## src/rtl/uart_pkg.sv

```systemverilog
// rtl/uart_pkg.sv - shared UART widths, default baud divider and tx state encoding (UART_TX_PARITY_EN adds the parity state)
package uart_pkg;

  localparam int UART_DATA_W          = 8;
  localparam int DEFAULT_CLKS_PER_BIT = 10416;

  // One state per frame field; the parity state only exists when parity is built in.
  typedef enum logic [2:0] {
    IDLE          = 3'd0,
    TX_START_BIT  = 3'd1,
    TX_DATA_BITS  = 3'd2,
`ifdef UART_TX_PARITY_EN
    TX_PARITY_BIT = 3'd3,
`endif
    TX_STOP_BIT   = 3'd4
  } tx_state_t;

  // Even parity: the bit that makes the total count of ones even.
  function automatic logic even_parity(input logic [UART_DATA_W-1:0] data);
    return ^data;
  endfunction

endpackage

```

## src/rtl/uart_tx_if.sv

```systemverilog
// rtl/uart_tx_if.sv - byte handshake and serial line bundle between producer and uart_tx
interface uart_tx_if;
  import uart_pkg::*;

  logic                   i_TX_DV;
  logic [UART_DATA_W-1:0] i_TX_Byte;
  logic                   o_TX_Ready;
  logic                   o_TX_Serial;
  logic                   o_TX_Active;
  logic                   o_TX_Done;

  modport master (
    output i_TX_DV,
    output i_TX_Byte,
    input  o_TX_Ready,
    input  o_TX_Serial,
    input  o_TX_Active,
    input  o_TX_Done
  );

  modport slave (
    input  i_TX_DV,
    input  i_TX_Byte,
    output o_TX_Ready,
    output o_TX_Serial,
    output o_TX_Active,
    output o_TX_Done
  );

endinterface

```

## src/rtl/uart_bit_timer.sv

```systemverilog
// rtl/uart_bit_timer.sv - counts clocks within one bit period and flags its last cycle
module uart_bit_timer
  import uart_pkg::*;
#(
  parameter int CLKS_PER_BIT = DEFAULT_CLKS_PER_BIT
) (
  input  logic i_Clock,
  input  logic i_Reset,
  input  logic clear,
  input  logic enable,
  output logic tick
);

  localparam int CNT_W = $clog2(CLKS_PER_BIT);
  localparam logic [CNT_W-1:0] LAST_COUNT = CNT_W'(CLKS_PER_BIT - 1);

  if (CLKS_PER_BIT < 2) begin : g_bad_clks_per_bit
    $error("uart_bit_timer: CLKS_PER_BIT must be >= 2");
  end

  logic [CNT_W-1:0] count;

  // Tick marks the final clock of the current bit so the caller advances on that edge.
  assign tick = enable && (count == LAST_COUNT);

  // Free-run 0..CLKS_PER_BIT-1 while enabled, wrapping so consecutive bits abut exactly.
  always_ff @(posedge i_Clock) begin
    if (i_Reset || clear) begin
      count <= '0;
    end else if (enable) begin
      count <= tick ? '0 : count + 1'b1;
    end
  end

endmodule

```

## src/rtl/uart_tx.sv

```systemverilog
// rtl/uart_tx.sv - UART transmitter with one-byte holding register; UART_TX_PARITY_EN adds an even parity bit
module uart_tx
  import uart_pkg::*;
#(
  parameter int CLKS_PER_BIT = DEFAULT_CLKS_PER_BIT
) (
  input  logic     i_Clock,
  input  logic     i_Reset,
  uart_tx_if.slave tx
);

  localparam int IDX_W = $clog2(UART_DATA_W);
  localparam logic [IDX_W-1:0] LAST_INDEX = IDX_W'(UART_DATA_W - 1);

  if (CLKS_PER_BIT < 2) begin : g_bad_clks_per_bit
    $error("uart_tx: CLKS_PER_BIT must be >= 2");
  end

  tx_state_t              state_q, state_n;
  logic [UART_DATA_W-1:0] shift_q, shift_n;
  logic [UART_DATA_W-1:0] hold_q, hold_n;
  logic                   hold_valid_q, hold_valid_n;
  logic [IDX_W-1:0]       index_q, index_n;
  logic                   serial_q, serial_n;
  logic                   active_q, active_n;
  logic                   done_q, done_n;
  logic                   bit_tick;
  logic                   timer_clear;
  logic                   timer_enable;
  logic                   accept;
  logic                   stop_end;

  assign timer_clear  = (state_q == IDLE);
  assign timer_enable = (state_q != IDLE);

  uart_bit_timer #(
    .CLKS_PER_BIT(CLKS_PER_BIT)
  ) u_bit_timer (
    .i_Clock (i_Clock),
    .i_Reset (i_Reset),
    .clear   (timer_clear),
    .enable  (timer_enable),
    .tick    (bit_tick)
  );

  assign accept   = tx.i_TX_DV && !hold_valid_q;
  assign stop_end = (state_q == TX_STOP_BIT) && bit_tick;

  // Next-state logic: walks the frame fields and decides where each accepted byte lands.
  always_comb begin
    state_n      = state_q;
    shift_n      = shift_q;
    hold_n       = hold_q;
    hold_valid_n = hold_valid_q;
    index_n      = index_q;
    done_n       = 1'b0;
    serial_n     = 1'b1;

    case (state_q)
      IDLE: begin
        index_n = '0;
        if (accept) begin
          shift_n = tx.i_TX_Byte;
          state_n = TX_START_BIT;
        end
      end
      TX_START_BIT: begin
        if (bit_tick) begin
          index_n = '0;
          state_n = TX_DATA_BITS;
        end
      end
      TX_DATA_BITS: begin
        if (bit_tick) begin
          if (index_q == LAST_INDEX) begin
`ifdef UART_TX_PARITY_EN
            state_n = TX_PARITY_BIT;
`else
            state_n = TX_STOP_BIT;
`endif
          end else begin
            index_n = index_q + 1'b1;
          end
        end
      end
`ifdef UART_TX_PARITY_EN
      TX_PARITY_BIT: begin
        if (bit_tick) begin
          state_n = TX_STOP_BIT;
        end
      end
`endif
      TX_STOP_BIT: begin
        if (bit_tick) begin
          done_n  = 1'b1;
          index_n = '0;
          if (hold_valid_q) begin
            shift_n      = hold_q;
            hold_valid_n = 1'b0;
            state_n      = TX_START_BIT;
          end else if (accept) begin
            shift_n = tx.i_TX_Byte;
            state_n = TX_START_BIT;
          end else begin
            state_n = IDLE;
          end
        end
      end
      default: begin
        state_n = IDLE;
      end
    endcase

    // While a frame is in flight (and not at the edge that chains directly), park the byte.
    if (accept && (state_q != IDLE) && !stop_end) begin
      hold_n       = tx.i_TX_Byte;
      hold_valid_n = 1'b1;
    end

    // The line is registered from the next state so it changes on the same edge as the state.
    case (state_n)
      TX_START_BIT:  serial_n = 1'b0;
      TX_DATA_BITS:  serial_n = shift_n[index_n];
`ifdef UART_TX_PARITY_EN
      TX_PARITY_BIT: serial_n = even_parity(shift_n);
`endif
      default:       serial_n = 1'b1;
    endcase

    active_n = (state_n != IDLE);
  end

  // State and output registers; reset aborts any frame and drops the held byte.
  always_ff @(posedge i_Clock) begin
    if (i_Reset) begin
      state_q      <= IDLE;
      shift_q      <= '0;
      hold_q       <= '0;
      hold_valid_q <= 1'b0;
      index_q      <= '0;
      serial_q     <= 1'b1;
      active_q     <= 1'b0;
      done_q       <= 1'b0;
    end else begin
      state_q      <= state_n;
      shift_q      <= shift_n;
      hold_q       <= hold_n;
      hold_valid_q <= hold_valid_n;
      index_q      <= index_n;
      serial_q     <= serial_n;
      active_q     <= active_n;
      done_q       <= done_n;
    end
  end

  assign tx.o_TX_Ready  = !hold_valid_q;
  assign tx.o_TX_Serial = serial_q;
  assign tx.o_TX_Active = active_q;
  assign tx.o_TX_Done   = done_q;

endmodule

```

## src/flat_wrapper.sv

```systemverilog
// flat-port wrapper written by rule: the top's interface ports become plain ports
module uart_tx_flat import uart_pkg::*;
#(
  parameter int CLKS_PER_BIT = DEFAULT_CLKS_PER_BIT
)
  (i_Clock, i_Reset, tx_i_TX_DV, tx_i_TX_Byte, tx_o_TX_Ready, tx_o_TX_Serial, tx_o_TX_Active, tx_o_TX_Done);
  uart_tx_if tx_i ();
  input  logic i_Clock;
  input  logic i_Reset;
  input wire logic [$bits(tx_i.i_TX_DV)-1:0] tx_i_TX_DV;
  input wire logic [$bits(tx_i.i_TX_Byte)-1:0] tx_i_TX_Byte;
  output wire logic [$bits(tx_i.o_TX_Ready)-1:0] tx_o_TX_Ready;
  output wire logic [$bits(tx_i.o_TX_Serial)-1:0] tx_o_TX_Serial;
  output wire logic [$bits(tx_i.o_TX_Active)-1:0] tx_o_TX_Active;
  output wire logic [$bits(tx_i.o_TX_Done)-1:0] tx_o_TX_Done;
  assign tx_i.i_TX_DV = tx_i_TX_DV;
  assign tx_i.i_TX_Byte = tx_i_TX_Byte;
  assign tx_o_TX_Ready = tx_i.o_TX_Ready;
  assign tx_o_TX_Serial = tx_i.o_TX_Serial;
  assign tx_o_TX_Active = tx_i.o_TX_Active;
  assign tx_o_TX_Done = tx_i.o_TX_Done;
  uart_tx #(.CLKS_PER_BIT(CLKS_PER_BIT)) u_core (.i_Clock(i_Clock), .i_Reset(i_Reset), .tx(tx_i));
endmodule
```

## config.mk

```make
export PLATFORM = sky130hd
export DESIGN_NAME = uart_tx_flat
export DESIGN_NICKNAME = d
export VERILOG_FILES = /design/src/rtl/uart_pkg.sv /design/src/rtl/uart_tx_if.sv /design/src/rtl/uart_bit_timer.sv /design/src/rtl/uart_tx.sv /design/src/flat_wrapper.sv
export SDC_FILE = /design/constraint.sdc
export NUM_CORES = 1
export LEC_CHECK = 0
export BUFFER_PORTS_ARGS = -buffer_cell sky130_fd_sc_hd__clkbuf_2
export CORE_MARGIN = 2
export CORE_UTILIZATION = 54
export CTS_CLUSTER_DIAMETER = 80
export DETAILED_ROUTE_END_ITERATION = 8
export GPL_TIMING_DRIVEN = 0
export HOLD_SLACK_MARGIN = 0.15
export PLACE_DENSITY_LB_ADDON = 0.2
export SYNTH_ARGS = -nofsm -noshare
export SYNTH_HDL_FRONTEND = slang
export SYNTH_SLANG_ARGS = --single-unit
```

## constraint.sdc

```tcl
create_clock -name i_Clock -period 2.5 [get_ports i_Clock]
set_input_delay 0.5 -clock i_Clock [delete_from_list [all_inputs] [get_ports i_Clock]]
set_output_delay 0.5 -clock i_Clock [all_outputs]
set_load 0.02 [all_outputs]
```

== Word-level counts from Yosys, hierarchy flattened ==
Index checks and enable logic that the tools add are counted.

* Add/sub/neg operators: 2
* $mul: 0
* Divide/modulo/power cells: 0
* Order comparisons: 1
* Equality and inequality tests: 7
* Shifts and indexed selects: 0
* Multiplexer cells: 24
* Bitwise logic cells: 1
* Reduce and logical (&&, ||, !) cells: 16

{| class="wikitable"
|+ Operator list
! kind !! number
|-
| 3-bit 2-to-1 mux || 9
|-
| 8-bit 2-to-1 mux || 3
|-
| 8-bit one-hot mux with 2 select lines || 1
|-
| 14-bit by 1-bit adder with 14-bit output (second input constant) || 1
|-
| 14-bit equality test (second input constant) || 1
|-
| 14-bit 2-to-1 mux || 1
|-
| 3-bit one-hot mux with 4 select lines || 1
|-
| 3-bit one-hot mux with 3 select lines || 1
|-
| 3-bit by 1-bit equality test with 1-bit output (second input constant) || 2
|-
| 3-bit by 2-bit equality test with 1-bit output (second input constant) || 2
|-
| 3-bit equality test (second input constant) || 2
|-
| 1-bit 2-to-1 mux || 6
|-
| 3-bit nonzero test || 2
|-
| 1-bit logical AND || 5
|-
| 3-bit by 4-bit less-than comparator with 1-bit output (second input constant) || 1
|-
| 2-bit nonzero test || 2
|-
| 2-bit OR reduction || 2
|-
| 3-bit by 1-bit adder with 3-bit output (second input constant) || 1
|-
| 1-bit binary-select mux with 3-bit select || 1
|-
| 3-bit zero test || 1
|-
| 1-bit zero test || 2
|-
| 1-bit one-hot mux with 2 select lines || 1
|-
| 2-bit AND reduction || 1
|-
| 1-bit logical OR || 1
|-
| 1-bit NOT || 1
|}

* Flip-flop bits (word level): 40
* Latch bits: 0
* Bits in writable memories: 0
* Memory bits (read-only): 0
* Input port bits: 11
* Output and inout bits: 4
* Word-level logic and storage cells: 60
* Memories: 0

== Longest topological paths before layout ==
* Depth in word-level cells: 9
* Mapped depth: 9
* Gate-level depth less buffers: 8

== Cells and area by module ==
Synthesis repeated with hierarchy kept, for this count alone.

* Cells, all modules: 247
* Area total of the unflattened synthesis: 2214.6 µm²

{| class="wikitable"
|+ Modules (own cells, without submodules)
! module !! instances !! cells each !! area an instance (µm²) !! sequential area each (µm²)
|-
| uart_tx || 1 || 171 || 1554.0 || 520.5
|-
| uart_bit_timer || 1 || 76 || 660.6 || 280.3
|}

== Worst setup path after synthesis ==
Ideal clock, no wire load.

* Kind: flip-flop to flip-flop
* Start point: reg u_core.u_bit_timer.count[4]
* End point: reg u_core.serial_q, in the netlist u_core.tx.o_TX_Serial
* Arrival: 2.559 ns
* Data required time: 2.384 ns
* Path slack: -0.176 ns
* Stages on the path, launching flop included: 8
* Clock period less this slack: 2.676 ns
* Cells stage by stage: dfxtp_1 -> or4b_1 -> or4_4 -> o41ai_1 -> a22oi_2 -> mux2i_1 -> or3_1 -> a41o_1

* Longest elaborated chain between the ends: 7

{| class="wikitable"
|+ Ends and longest elaborated chain
! what !! line !! text
|-
| from (decl) || uart_bit_timer.sv:21 || <nowiki>logic [CNT_W-1:0] count;</nowiki>
|-
| from (signal assigned) || uart_bit_timer.sv:31 || <nowiki>count <= tick ? '0 : count + 1'b1;</nowiki>
|-
| 14-bit equality test (*) || uart_bit_timer.sv:24 || <nowiki>assign tick = enable && (count == LAST_COUNT);</nowiki>
|-
| 1-bit logical AND (*) || uart_bit_timer.sv:24 ||
|-
| 3-bit 2-to-1 mux (tied with other cells) || uart_tx.sv:68, uart_tx.sv:94 ||
|-
| 3-bit one-hot mux with 3 select lines or 8-bit one-hot mux with 2 select lines (tied branches) || uart_tx.sv:59 || <nowiki>case (state_q)</nowiki>
|-
| 1-bit binary-select mux with 3-bit select || uart_tx.sv:123 || <nowiki>TX_DATA_BITS: serial_n = shift_n[index_n];</nowiki>
|-
| 1-bit 2-to-1 mux (implied by the code) || uart_tx.sv:123 ||
|-
| 1-bit one-hot mux with 2 select lines (*) || uart_tx.sv:121 || <nowiki>case (state_n)</nowiki>
|-
| to (signal assigned) || uart_tx.sv:150 || <nowiki>serial_q <= serial_n;</nowiki>
|-
| to (decl) || uart_tx.sv:24 || <nowiki>logic serial_q, serial_n;</nowiki>
|}

Mark *: on every way between the ends. The rest lies on a longest branch, timed or not. The select of a mux whose other input is x is not followed.
A chain may end at the register's enable or synchronous reset.

== Worst setup path in the final report ==
* Start point: reg u_core.u_bit_timer.count[9]
* End point: reg u_core.serial_q, in the netlist u_core.tx.o_TX_Serial

Same word-level chain as after synthesis.

==> qor.yml <==
cp.arrival_ns: 2.84
io_pins: 15
place_hpwl_um: 3601
antenna_found_initial: 0
ctsHtreeMaxLevel: 2
worstReg2RegEnd: "u_core.tx.o_TX_Serial"
period_needed_ns: 2.660
ys_warn_count: 0
outcome: "finished with violations"
violations: "negative setup slack"
fillers: 362
drc: 0
core_mm2: 0.003971
rsz0062_at_grt: "true"
wl_per_cell_um: 15.81
crit_type: "reg -> reg"
synthTopCellsByCount: "dfxtp_1 (40), nor2_1 (36), mux2i_1 (19)"
skew_ns: 0.008962
port_buffers: 13
die_area_mm2: 0.004654
cts_hold_buf: 0
gp_congestion: 0.8447
required_ns: 2.67
cts_root_buf: "clkbuf_8"
yosys_most_used_dff: "dfxtp_1"
seq_area_um2: 803.3
timing.rr.start: "u_core.u_bit_timer.count[9]"
grt_pass1_vias: 1790
min-delay-start: "tx_i_TX_Byte[3]"
hold_viol_final: 0
grt_max_degree: 13
cp-end-kind: "flop"
post-route-period-util_pct: 106.4
ir_drop_mv: 0.3625
reg2reg_depth: 8
fmax_ghz: 0.3759
hold_path_end: "u_core.hold_q[3]"
final_antenna_net_count: 0
final_nets: 301
max_slew_margin_pct: 61.41
yosys.area.top_type: "dfxtp_1"
die_h_um: 68.22
first_iter_violations: 227
ys_ff_latch: 40
postSynthNetCount: 276
synth.top_cell.area_share_pct: 35.96
setup_ws_ns: -0.1605
power_mw: 1.498
slew_viol_final: 0
dieWidth_um: 68.22
ys_seq_area_share_pct: 35.96
whs_ns: 0.4686
maxCapViolCount: 0
drive_above_1_share_pct: 18.06
synth_area_mm2: 0.002227
viasPerCell: 6.044
hold-path-cell-count: 3
num_vias: 2043
synth_edf_count: 0
tightest_slew_ns: 0.5788
setup_viol: 1
yosysMostFrequentCell: "dfxtp_1"
worstSetupStartpointType: "flop"
grt_pass1_wl_um: 8418
hold_class: "in -> reg"
syn_to_final_growth_pct: 17.19
power.density_mw_per_mm2: 573.9
cts_tree: "yes"
r2r_setup_slack_ns: -0.16
cts_made_buffers: 5
start_util_pct: 56.08
insertion_delay_ns: 0.30
postSynthCellCount: 263
grt_usage_pct: 24.57
placed_area_mm2: 0.002366
yosys-top-cells-area: "dfxtp_1 (36%), mux2i_1 (8.5%), nor2_1 (6.1%)"
cts.sinks: 40
clk_path_buf_depth: 2
diodes: 0
final_cell_area_mm2: 0.002610
path_clk_slew_ns: 0.08
leakagePower_nw: 0.9881
avgSynthCellArea_um2: 8.468
worst-path-max-fanout: 7
ys_types: 50
ys_async_sr_fraction_pct: 0
drt-total-wl_um: 5343
multi_input_area_mm2: 0.001400
firstDrtPassIters: 5
core.rowCount: 23
grt_overflow: 0
[worst max path at each step]
stage                                start                     to  depth (start not counted)
2_1_floorplan  u_core.u_bit_timer.count[9]  u_core.tx.o_TX_Serial                          7
3_3_place_gp                    tx_i_TX_DV       u_core.hold_q[0]                          8
3_5_place_dp   u_core.u_bit_timer.count[9]  u_core.tx.o_TX_Serial                          6
4_1_cts        u_core.u_bit_timer.count[9]  u_core.tx.o_TX_Serial                          8
5_1_grt        u_core.u_bit_timer.count[9]  u_core.tx.o_TX_Serial                          9
6_report       u_core.u_bit_timer.count[9]  u_core.tx.o_TX_Serial                          8
[where the power goes]
part | switching [mW] | internal [mW]
registers | 0.0192 | 0.662
logic | 0.113 | 0.0885
clock network | 0.223 | 0.393
[worst max-delay path, cell delays in order, from the launching register on]
cell,delay [ns]
dfxtp_2,0.34
or4b_4,0.56
or4_4,0.49
buf_8,0.17
nor4b_4,0.21
o21ai_1,0.10
o221a_2,0.16
or3_1,0.31
a41o_1,0.21
[stage by stage]
stage                     instances  util, %  setup TNS [ns]  setup WS [ns]
after CTS                       338    64.59         -0.1613        -0.1613
final                           338    65.72         -0.1605        -0.1605
after detailed placement        326    59.58          -4.297        -0.4911
after global placement          326    59.58          -3.709        -0.4037
after global routing            338    65.72         -0.2558        -0.2399
after floorplan                 263        -               0        0.01473
[state kept, by name (all words and copies together), names as in the netlist]
name	count
u_core.state_q	3
u_core.shift_q	8
u_core.hold_valid_q	1
u_core.index_q	3
u_core.tx.o_TX_Done	1
u_core.u_bit_timer.count	14
u_core.hold_q	8
u_core.tx.o_TX_Active	1
u_core.tx.o_TX_Serial	1
[routing by layer]
layer	vias to the layer above	routed length, µm	track usage (%)
met3	10	198	5.099
met5	-	0	0
li1	1010	-	-
met1	969	2597	33.43
met2	54	2451	38.59
met4	0	95	8.250
[final cells by class]
class | count | area share (%)
timing repair buffer | 18 | 3.931
sequential | 40 | 30.78
multi-input combinational | 199 | 53.64
buffer | 16 | 3.164
clock inverter | 2 | 2.301
tap | 50 | 2.397
clock buffer | 5 | 2.637
inverter | 8 | 1.151
[cell families after synthesis]
kind of cell	after synthesis	share of synthesized area, %
DFF	40	35.96
AOI/OAI and AO/OA	54	17.30
and+or+nand+nor	112	27.53
muxes	23	10.56
buffers and inverters	24	4.382
adders and majority gates	2	1.123
xor gates and xnor gates	8	3.146
[timing repair]
item                                    4_1_cts  5_1_grt
resized for setup                            10       14
setup buffers                                 5        0
pin swaps                                     4        1
endpoints found under the setup margin       15       22
[placed cells by master, fill, tap and decap left out, drive strengths merged, types with 2 or more instances in the layout]
cell / n
a21oi: 9
a21o: 2
nand4: 2
o22ai: 6
ha: 2
nand2: 16
xnor2: 3
inv: 8
nor4: 5
a211oi: 4
xor2: 5
nor3: 9
bufinv: 2
nand2b: 5
and2: 7
mux2i: 19
or4b: 3
nand3: 9
nor2b: 3
a311o: 2
nand4b: 2
o22a: 7
o21ai: 9
o221a: 2
nor2: 36
mux2: 4
or3: 4
and3: 3
clkbuf: 28
nor3b: 2
a31oi: 4
dfxtp: 40
buf: 11
No activity file was read; power rests on OpenSTA's default activity.
